<file path="config.mk">
export PLATFORM = sky130hd
export DESIGN_NAME = fetch_unit
export DESIGN_NICKNAME = d
export VERILOG_FILES = /design/src/rtl/fetch_unit.sv
export SDC_FILE = /design/constraint.sdc
export NUM_CORES = 1
export LEC_CHECK = 0
export CELL_PAD_IN_SITES_DETAIL_PLACEMENT = 0
export CELL_PAD_IN_SITES_GLOBAL_PLACEMENT = 1
export CORE_MARGIN = 5
export CORE_UTILIZATION = 31
export DETAILED_ROUTE_END_ITERATION = 10
export GPL_ROUTABILITY_DRIVEN = 0
export PLACE_DENSITY = 0.84
export SYNTH_ARGS = -nofsm -noshare
export SYNTH_HDL_FRONTEND = slang
export SYNTH_SLANG_ARGS = --single-unit
</file>
<file path="constraint.sdc">
create_clock -name clk -period 2.3 [get_ports clk]
set_clock_uncertainty 0.05 [all_clocks]
set_input_delay 0.46 -clock clk [delete_from_list [all_inputs] [get_ports clk]]
set_output_delay 0.46 -clock clk [all_outputs]
set_load 0.05 [all_outputs]
</file>
<file path="src/rtl/fetch_unit.sv">
// Instruction fetch FSM: FETCH -> CAPTURE -> HOLD, one instruction per 3 cycles; optional HALT on word 8'h00 via `FETCH_HALT_EN.
// Latency: address issued in FETCH, data sampled in CAPTURE, instr_valid rises the cycle after CAPTURE.
// Backpressure: HOLD keeps instr_out/instr_valid stable until instr_ready; branch_en redirects from any non-halt state.
module fetch_unit #(
    parameter logic [7:0] START_PC = 8'd1,
    parameter logic [7:0] END_PC   = 8'd3
) (
    input  logic       clk,
    input  logic       rst,
    output logic [7:0] PC_Address,
    input  logic [7:0] data_in,
    output logic [7:0] instr_out,
    output logic       instr_valid,
    input  logic       instr_ready,
    input  logic       branch_en,
    input  logic [7:0] branch_target,
    output logic       halted
);

    localparam logic [1:0] FETCH   = 2'd0;
    localparam logic [1:0] CAPTURE = 2'd1;
    localparam logic [1:0] HOLD    = 2'd2;
`ifdef FETCH_HALT_EN
    localparam logic [1:0] HALT    = 2'd3;
`endif

    logic [1:0] state;
    logic [7:0] seq_pc;

    // PC_Address is the PC register itself; no separate copy to keep in sync.
    assign seq_pc = (PC_Address == END_PC) ? START_PC : PC_Address + 8'd1;

`ifdef FETCH_HALT_EN
    logic halted_q;
    assign halted = halted_q;
`else
    assign halted = 1'b0;
`endif

    always_ff @(posedge clk) begin
        if (rst) begin
            state       <= FETCH;
            PC_Address  <= START_PC;
            instr_out   <= 8'h00;
            instr_valid <= 1'b0;
`ifdef FETCH_HALT_EN
            halted_q    <= 1'b0;
`endif
        end else begin
            case (state)
                FETCH: begin
                    if (branch_en) begin
                        PC_Address <= branch_target;
                    end else begin
                        state <= CAPTURE;
                    end
                end
                CAPTURE: begin
                    if (branch_en) begin
                        PC_Address <= branch_target;
                        state      <= FETCH;
                    end else begin
                        instr_out   <= data_in;
                        instr_valid <= 1'b1;
                        state       <= HOLD;
                    end
                end
                HOLD: begin
                    // A branch also consumes the held instruction; redirect wins over advance.
                    if (branch_en) begin
                        PC_Address  <= branch_target;
                        instr_valid <= 1'b0;
                        state       <= FETCH;
                    end else if (instr_ready) begin
                        instr_valid <= 1'b0;
`ifdef FETCH_HALT_EN
                        if (instr_out == 8'h00) begin
                            halted_q <= 1'b1;
                            state    <= HALT;
                        end else begin
                            PC_Address <= seq_pc;
                            state      <= FETCH;
                        end
`else
                        PC_Address <= seq_pc;
                        state      <= FETCH;
`endif
                    end
                end
`ifdef FETCH_HALT_EN
                HALT: begin
                    state <= HALT;
                end
`endif
                default: begin
                    instr_valid <= 1'b0;
                    state       <= FETCH;
                end
            endcase
        end
    end

endmodule

</file>
### Word-level counts from Yosys, hierarchy flattened

Cells that the tools add are included.

* flip-flop bits (word level): 19
* bits of input ports: 20
* logic and storage cells: 35
* output and inout bits: 18

* reductions and logical operators: 7
* $add $sub $neg: 1
* multiplexer cells: 14
* bitwise logic cells: 2
* equality and inequality tests: 7

Operators by type and width (number)
* 8-bit two-way mux: 4
* 8-bit one-hot mux with 2 select lines: 1
* 8-bit by 1-bit adder with 8-bit output, second input constant: 1
* 8-bit by 2-bit == test with 1-bit output, second input constant: 1
* 2-bit two-way mux: 4
* 2-bit one-hot mux with 3 select lines: 1
* 3-bit AND reduction: 2
* 2-bit inequality test, second input constant: 2
* 2-bit AND reduction: 2
* 1-bit two-way mux: 3
* 3-bit inequality test, second input constant: 1
* 1-bit one-hot mux with 3 select lines: 1
* 2-bit by 1-bit == test with 1-bit output, second input constant: 1
* 2-bit == test, second input constant: 1
* 2-bit logical NOT: 1
* 2-bit by 1-bit inequality test with 1-bit output, second input constant: 1
* 1-bit inverter: 2
* 2-bit nonzero test: 1
* 2-bit OR reduction: 1

### Logic depth before layout (Yosys ltp)

Gate-level depths: netlist (run 1).

* depth after elaboration: 5
* mapped depth: 6
* gate-level depth less buffers: 5

### Worst setup path before layout (run 1)

Ideal clock, no wire load.

* path type: register to register
* from: reg PC_Address[0]
* to: reg PC_Address[6]
* path slack: 221 ps
* required time: 2125 ps
* library setup time: 125 ps
* buffers on the path: 0
* clock period less this slack: 2079 ps
* data arrival time: 1904 ps
* cell stages (with the launch flop): 6
* cells stage by stage: dfxtp_1 > ha_1 > nor4b_1 > a21oi_4 > a221oi_1 > nor3_1

* word-level cells in the longest chain between the ends: 5
* elaborated cells between the ends (all ways): 6
* classes of those cells: add/sub (1); eq/ne (1); mux (4)

RTL lines
* from (decl): line 10 `output logic [7:0] PC_Address,`
* from (signal assigned): line 53 `PC_Address <= branch_target;`
* from (signal assigned): line 60 `PC_Address <= branch_target;`
* from (signal assigned): line 71 `PC_Address <= branch_target;`
* 8-bit by 1-bit adder with 8-bit output / 8-bit by 2-bit == test with 1-bit output (equally long branches): line 31 `assign seq_pc = (PC_Address == END_PC) ? START_PC : PC_Address + 8'd1;`
* 8-bit two-way mux (*): line 31
* 8-bit two-way mux (*): line 74 `end else if (instr_ready) begin`
* 8-bit two-way mux (*): line 70 `if (branch_en) begin`
* 8-bit one-hot mux with 2 select lines (*): line 50 `case (state)`

Mark *: on every way between the ends. The rest lies on a longest branch, timed or not. The select of a mux whose other input is x is not followed.
A chain may end at the register's enable or synchronous reset.

### Worst setup path in the final report (run 1)

* from: reg PC_Address[4]
* to: out PC_Address[4]

No word-level cell between the ends.

==> impl_metrics.toml, run 1 <==
[setup_path]
crit_type = "reg2out"
critPathArrivalTime_ns = 1.65
start_kind = "flop"
cp_cell_sequence = "clkdlybuf4s50_1"
cpMaxStageDelayCell = "clkdlybuf4s50_1"
crit_path_end_kind = "output pin"
cp.required_ns = 1.79
critPathBufInv = 1
cp_max_fo = 8
max_stage_delay_ns = 0.86
cp_top_family = "buffers and inverters"

[place]
placed_cells_incl_taps = 180
hpwl_mm = 1.86
port_buffers = 36

[synth]
synth.distinct_cells = 43
ys_seq_elements = 19
netlist_area_sq_um = 968
synth_enable_flop_cells = 0
ys_seq_area_share_pct = 39.3
synthArstFlopShare_pct = 0
netlist_instances = 104
yosys_most_used_dff = "dfxtp_1"
ys.warnings.count = 0
avgSynthCellArea_sq_um = 9.31
synthesis.nets = 125

[clock_tree]
worstSkewPairLatency_ns = 0.30
postCtsSetupBuffers = 0
postCtsHoldBufs = 0
cts_tree = "done"
clock_path_buffers = 2
cts_root_buffer = "clkbuf_4"
cts_resized = 0
cts_made_buffers = 3
cts.clk_slew.worst_paths_ns = 0.10
htreeDepth = 1
clock_sinks = 19

[pwr]
p_switching_w = 0.000229
powerDensity_nw_per_um2 = 525
power_frac_comb_pct = 25.7
ir_drop_uv = 262
intPower_w = 0.000496
leakagePower_nw = 0.486
p_sw_share_pct = 31.6
p_clk_share_pct = 23.8
seqPwrFrac_pct = 50.5

[drt]
via_per_inst = 5.01
firstDrtPassIters = 4
drc = 0
via_count = 921
routed_wl_mm = 2.49
drtIter0Drc = 53
route.detailed.wl_per_inst_um = 13.5
ant_nets = 0

[sta]
period_share_pct = 94.1
rsz0062_at_grt = "false"
slew_headroom_pct = 64.8
setup-violations-final = 0
fmax_mhz = 462
hold_ws_ns = 0.458
hold_violations = 0
maxSlewViolCount = 0
worst_pin_slew_ns = 0.521
finalCriticalPeriod_ns = 2.16

[global_routing]
grt_max_degree = 13
grt_antenna_before_repair = 0
grt_pass1_wl_mm = 4.31
grt_pass1_vias = 943
overflow = 0
grt_use_total_pct = 12.7

[status]
outcome = "complete, no violations"

[final_layout]
nets = 162
layout.cells.non_filler = 184
drive_above_1_share_pct = 10.7
syn_to_final_growth_pct = 42.8
diodes = 0

[floorplanning]
initial_core_util_pct = 32.0
die_x_um = 65.9
fp.dieArea_sq_um = 4340
row_count = 20
die_h_um = 65.9
coreArea_sq_um = 3030
ios = 38

[hold_path]
hp-class = "reg2reg"

[run]
cap_violations = 0
logic make-up (layout without fill, tap and decap cells):
logic type	count (synthesis)	after routing	share of synthesized area, %
AOI/OAI and AO/OA	26	26	20.7
other	1	1	0.387
DFF	19	19	39.3
buffers and inverters	10	46	6.33
adders and majority gates	1	1	1.29
and+or+nand+nor	37	37	21.7
muxes	10	10	10.3
path summary, 6_finish.rpt:
| path | startpoint | to | slack (ns) | depth (start not counted) |
|---|---|---|---|---|
| max | PC_Address[4]$_SDFFE_PP0P_ | PC_Address[4] | 0.14 | 1 |
| min | instr_out[2]$_SDFFE_PP0P_ | instr_out[2]$_SDFFE_PP0P_ | 0.46 | 2 |
| max reg2reg | PC_Address[0]$_SDFFE_PP1P_ | PC_Address[6]$_SDFFE_PP0P_ | 0.40 | 5 |
| min reg2reg | instr_out[2]$_SDFFE_PP0P_ | instr_out[2]$_SDFFE_PP0P_ | 0.46 | 2 |
power groups by stage:
| stage | Sequential (W) | Combinational, W | Clock, W |
|---|---|---|---|
| final | 0.000366 | 0.000187 | 0.000172 |
| after CTS | 0.000367 | 0.000189 | 0.000184 |
| after detailed placement | 0.000374 | 0.000188 | 0 |
| after global placement | 0.000373 | 0.000186 | 0 |
| after floorplan | 0.000421 | 0.0000633 | 0 |
| after global routing | 0.000370 | 0.000201 | 0.000201 |
cell usage after synthesis, types with 2 or more instances:
cell type | number | share of area (%)
o32ai_1 | 2 | 1.8
nor3_2 | 2 | 2.1
nor3_1 | 3 | 1.5
nor2_1 | 14 | 5.4
buf_6 | 2 | 2.3
mux2i_1 | 10 | 10
dfxtp_1 | 19 | 39
and3_1 | 2 | 1.3
nand3_1 | 3 | 1.5
a32o_1 | 2 | 2.1
a21oi_1 | 9 | 4.7
inv_1 | 3 | 1.2
nand2b_1 | 2 | 1.3
buf_4 | 2 | 1.5
layout make-up:
type	count	area, sq um
sequential	19	380
fill	302	1650
timing repair buffer	39	383
multi-input combinational	75	527
clock buffer	4	26.3
tap	44	55.1
inverter	3	11.3
registers in the layout (all words and copies together), names as in the netlist:
register and cells:
state 2, PC_Address 8, instr_valid 1, instr_out 8
layer usage:
layer	wire length, um	track usage [%]	part of all wire [%]
met5	0	0	0
met2	1090	20.2	44
met4	39	5.44	1.6
met3	229	4.59	9.2
met1	1130	15.3	45
per-stage QoR:
step	power, W	area, sq um	utilization (%)	setup slack, ns	TNS, ns
global route	0.000773	1380	45.7	0.0536	0
detailed placement	0.000561	1360	44.8	-0.0306	-0.0437
global placement	0.000559	1360	44.8	0.0189	0
CTS	0.000740	1380	45.7	0.110	0
floorplan	0.000485	968	-	0.221	0
finish	0.000725	1380	45.7	0.136	0
layout by cell type (no fill, tap or decap), types with 2 or more instances in the layout:
cell	instances
a21oi_1	9
a32o_1	2
and3_1	2
buf_4	3
clkbuf_4	3
clkdlybuf4s50_1	36
dfxtp_1	19
inv_1	3
mux2i_1	10
nand2b_1	2
nand3_1	3
nor2_1	14
nor3_1	3
nor3_2	2
o32ai_1	2
Power figures use the tool's default switching activity.
==> inputs of run 2 (changes only) <==
CORE_UTILIZATION = 33   (was 31)
PLACE_DENSITY = 0.88   (was 0.84)
clock period = 2.78 ns   (was 2.3 ns; I/O delays follow)
==> impl_metrics.toml, run 2 (synthesis gave the netlist of run 1 again) <==
[clock_tree]
postCtsSetupBuffers = 0
cts_resized = 0
cts_root_buffer = "clkbuf_4"
worstSkewPairLatency_ns = 0.29
postCtsHoldBufs = 0
htreeDepth = 1
clock_path_buffers = 2
clock_sinks = 19
cts_made_buffers = 3
cts_tree = "done"
cts.clk_slew.worst_paths_ns = 0.11

[setup_path]
critPathBufInv = 1
max_stage_delay_ns = 0.87
crit_cells = 1
reg2reg_depth = 4
crit_end = "PC_Address[3]"
cp.required_ns = 2.17
critPathArrivalTime_ns = 1.68
crit_type = "reg2out"
start_kind = "flop"
crit_path_end_kind = "output pin"
cp_cell_sequence = "clkdlybuf4s50_1"
rrSetupSlack_ns = 0.83
cpMaxStageDelayCell = "clkdlybuf4s50_1"
worst_r2r_endpoint = "PC_Address[5]$_SDFFE_PP0P_"
crit_start = "PC_Address[3]$_SDFFE_PP0P_"
r2r_start = "state[1]$_SDFFE_PP0P_"
cp_max_fo = 8
cp_top_family = "buffers and inverters"

[final_layout]
drive_above_1_share_pct = 8.76
top_regs = "PC_Address x8, instr_out x8, state x2"
multi_input_area_sq_um = 527
regArea_sq_um = 380
fillers = 274
layout_common_cells = "clkdlybuf4s50_1 (36), dfxtp_1 (19), nor2_1 (14), mux2i_1 (10), a21oi_1 (9)"
diodes = 0
mostFrequentLayoutCell = "clkdlybuf4s50_1"
syn_to_final_growth_pct = 38.8
nets = 159

[global_routing]
overflow = 0
met2_usage_pct = 18.5
grt_max_degree = 23
grtUsageMet1_pct = 14.5
grt_pass1_vias = 908
grt_pass1_wl_mm = 3.97
top_usage_layer = "met2"
grt_use_total_pct = 11.5
use_met3_pct = 4.03
grt_antenna_before_repair = 0

[sta]
finalCriticalPeriod_ns = 2.28
hold_violations = 0
setup-violations-final = 0
hold_ws_ns = 0.457
maxSlewViolCount = 0
slew_headroom_pct = 49.5
tns_ns = 0
rsz0062_at_grt = "false"
worst_pin_slew_ns = 0.756
fmax_mhz = 438
period_share_pct = 82.1

[run]
cap_violations = 0

[pwr]
power_frac_comb_pct = 25.5
powerDensity_nw_per_um2 = 442
p_sw_share_pct = 31.3
seqPwrFrac_pct = 51.0
leakagePower_nw = 0.472
intPower_w = 0.000408
p_switching_w = 0.000186
ir_drop_uv = 293
p_clk_share_pct = 23.5

[drt]
route.detailed.wl_per_inst_um = 14.0
firstDrtPassIters = 4
routed_wl_mm = 2.36
via_count = 913
via_per_inst = 5.43
ant_nets = 0
drtIter0Drc = 43
drc = 0

[floorplanning]
coreArea_sq_um = 2780
die_h_um = 64.2
initial_core_util_pct = 34.8
fp.dieArea_sq_um = 4120
ios = 38
row_count = 19
die_x_um = 64.2

[hold_path]
hp-class = "reg2reg"

[place]
port_buffers = 36
hpwl_mm = 1.75

[status]
outcome = "complete, no violations"
## run 2: power by group through the flow
stage / Sequential (W) / Clock, W / Combinational, W
after floorplan: 0.000349 / 0 / 0.0000524
after global placement: 0.000309 / 0 / 0.000151
after detailed placement: 0.000309 / 0 / 0.000152
after CTS: 0.000303 / 0.000147 / 0.000153
after global routing: 0.000306 / 0.000161 / 0.000161
final: 0.000303 / 0.000140 / 0.000151
## run 2: per-stage QoR
step	total power (W)	util, %	area (sq um)	instances	worst slack (ns)
global placement	0.000459	47.4	1320	164	0.249
floorplan	0.000401	-	968	104	0.701
detailed placement	0.000461	47.4	1320	164	0.220
finish	0.000594	48.3	1340	168	0.498
CTS	0.000603	48.3	1340	168	0.482
global route	0.000628	48.3	1340	168	0.396
## run 2: cell type report
class | instances | area share [%]
clock buffer | 4 | 1.96
multi-input combinational | 75 | 39.2
timing repair buffer | 36 | 26.8
inverter | 3 | 0.838
sequential | 19 | 28.3
tap | 31 | 2.89
## run 2: how the worst min path moves through the flow
stage	startpoint	to	slack [ns]	cells past startpoint
2_1_floorplan	state[0]$_SDFFE_PP0P_	state[0]$_SDFFE_PP0P_	0.41	1
3_3_place_gp	instr_out[0]$_SDFFE_PP0P_	instr_out[0]$_SDFFE_PP0P_	0.42	2
3_5_place_dp	instr_out[4]$_SDFFE_PP0P_	instr_out[4]$_SDFFE_PP0P_	0.44	2
4_1_cts	instr_out[4]$_SDFFE_PP0P_	instr_out[4]$_SDFFE_PP0P_	0.47	2
5_1_grt	instr_out[6]$_SDFFE_PP0P_	instr_out[6]$_SDFFE_PP0P_	0.50	2
6_report	instr_out[2]$_SDFFE_PP0P_	instr_out[2]$_SDFFE_PP0P_	0.46	2
## run 2: worst register-to-register path, cell delays in order, from the launching register on
cell      delay (ns)
dfxtp_1         0.43
or3b_1          0.64
a21oi_4         0.35
o21ai_2         0.08
a311oi_1        0.29
## run 2: metal layers
metal / part of all wire [%] / wire, um
met5: 0 / 0
met4: 0 / 0
met2: 44 / 1030
met3: 9.3 / 220
met1: 47 / 1110
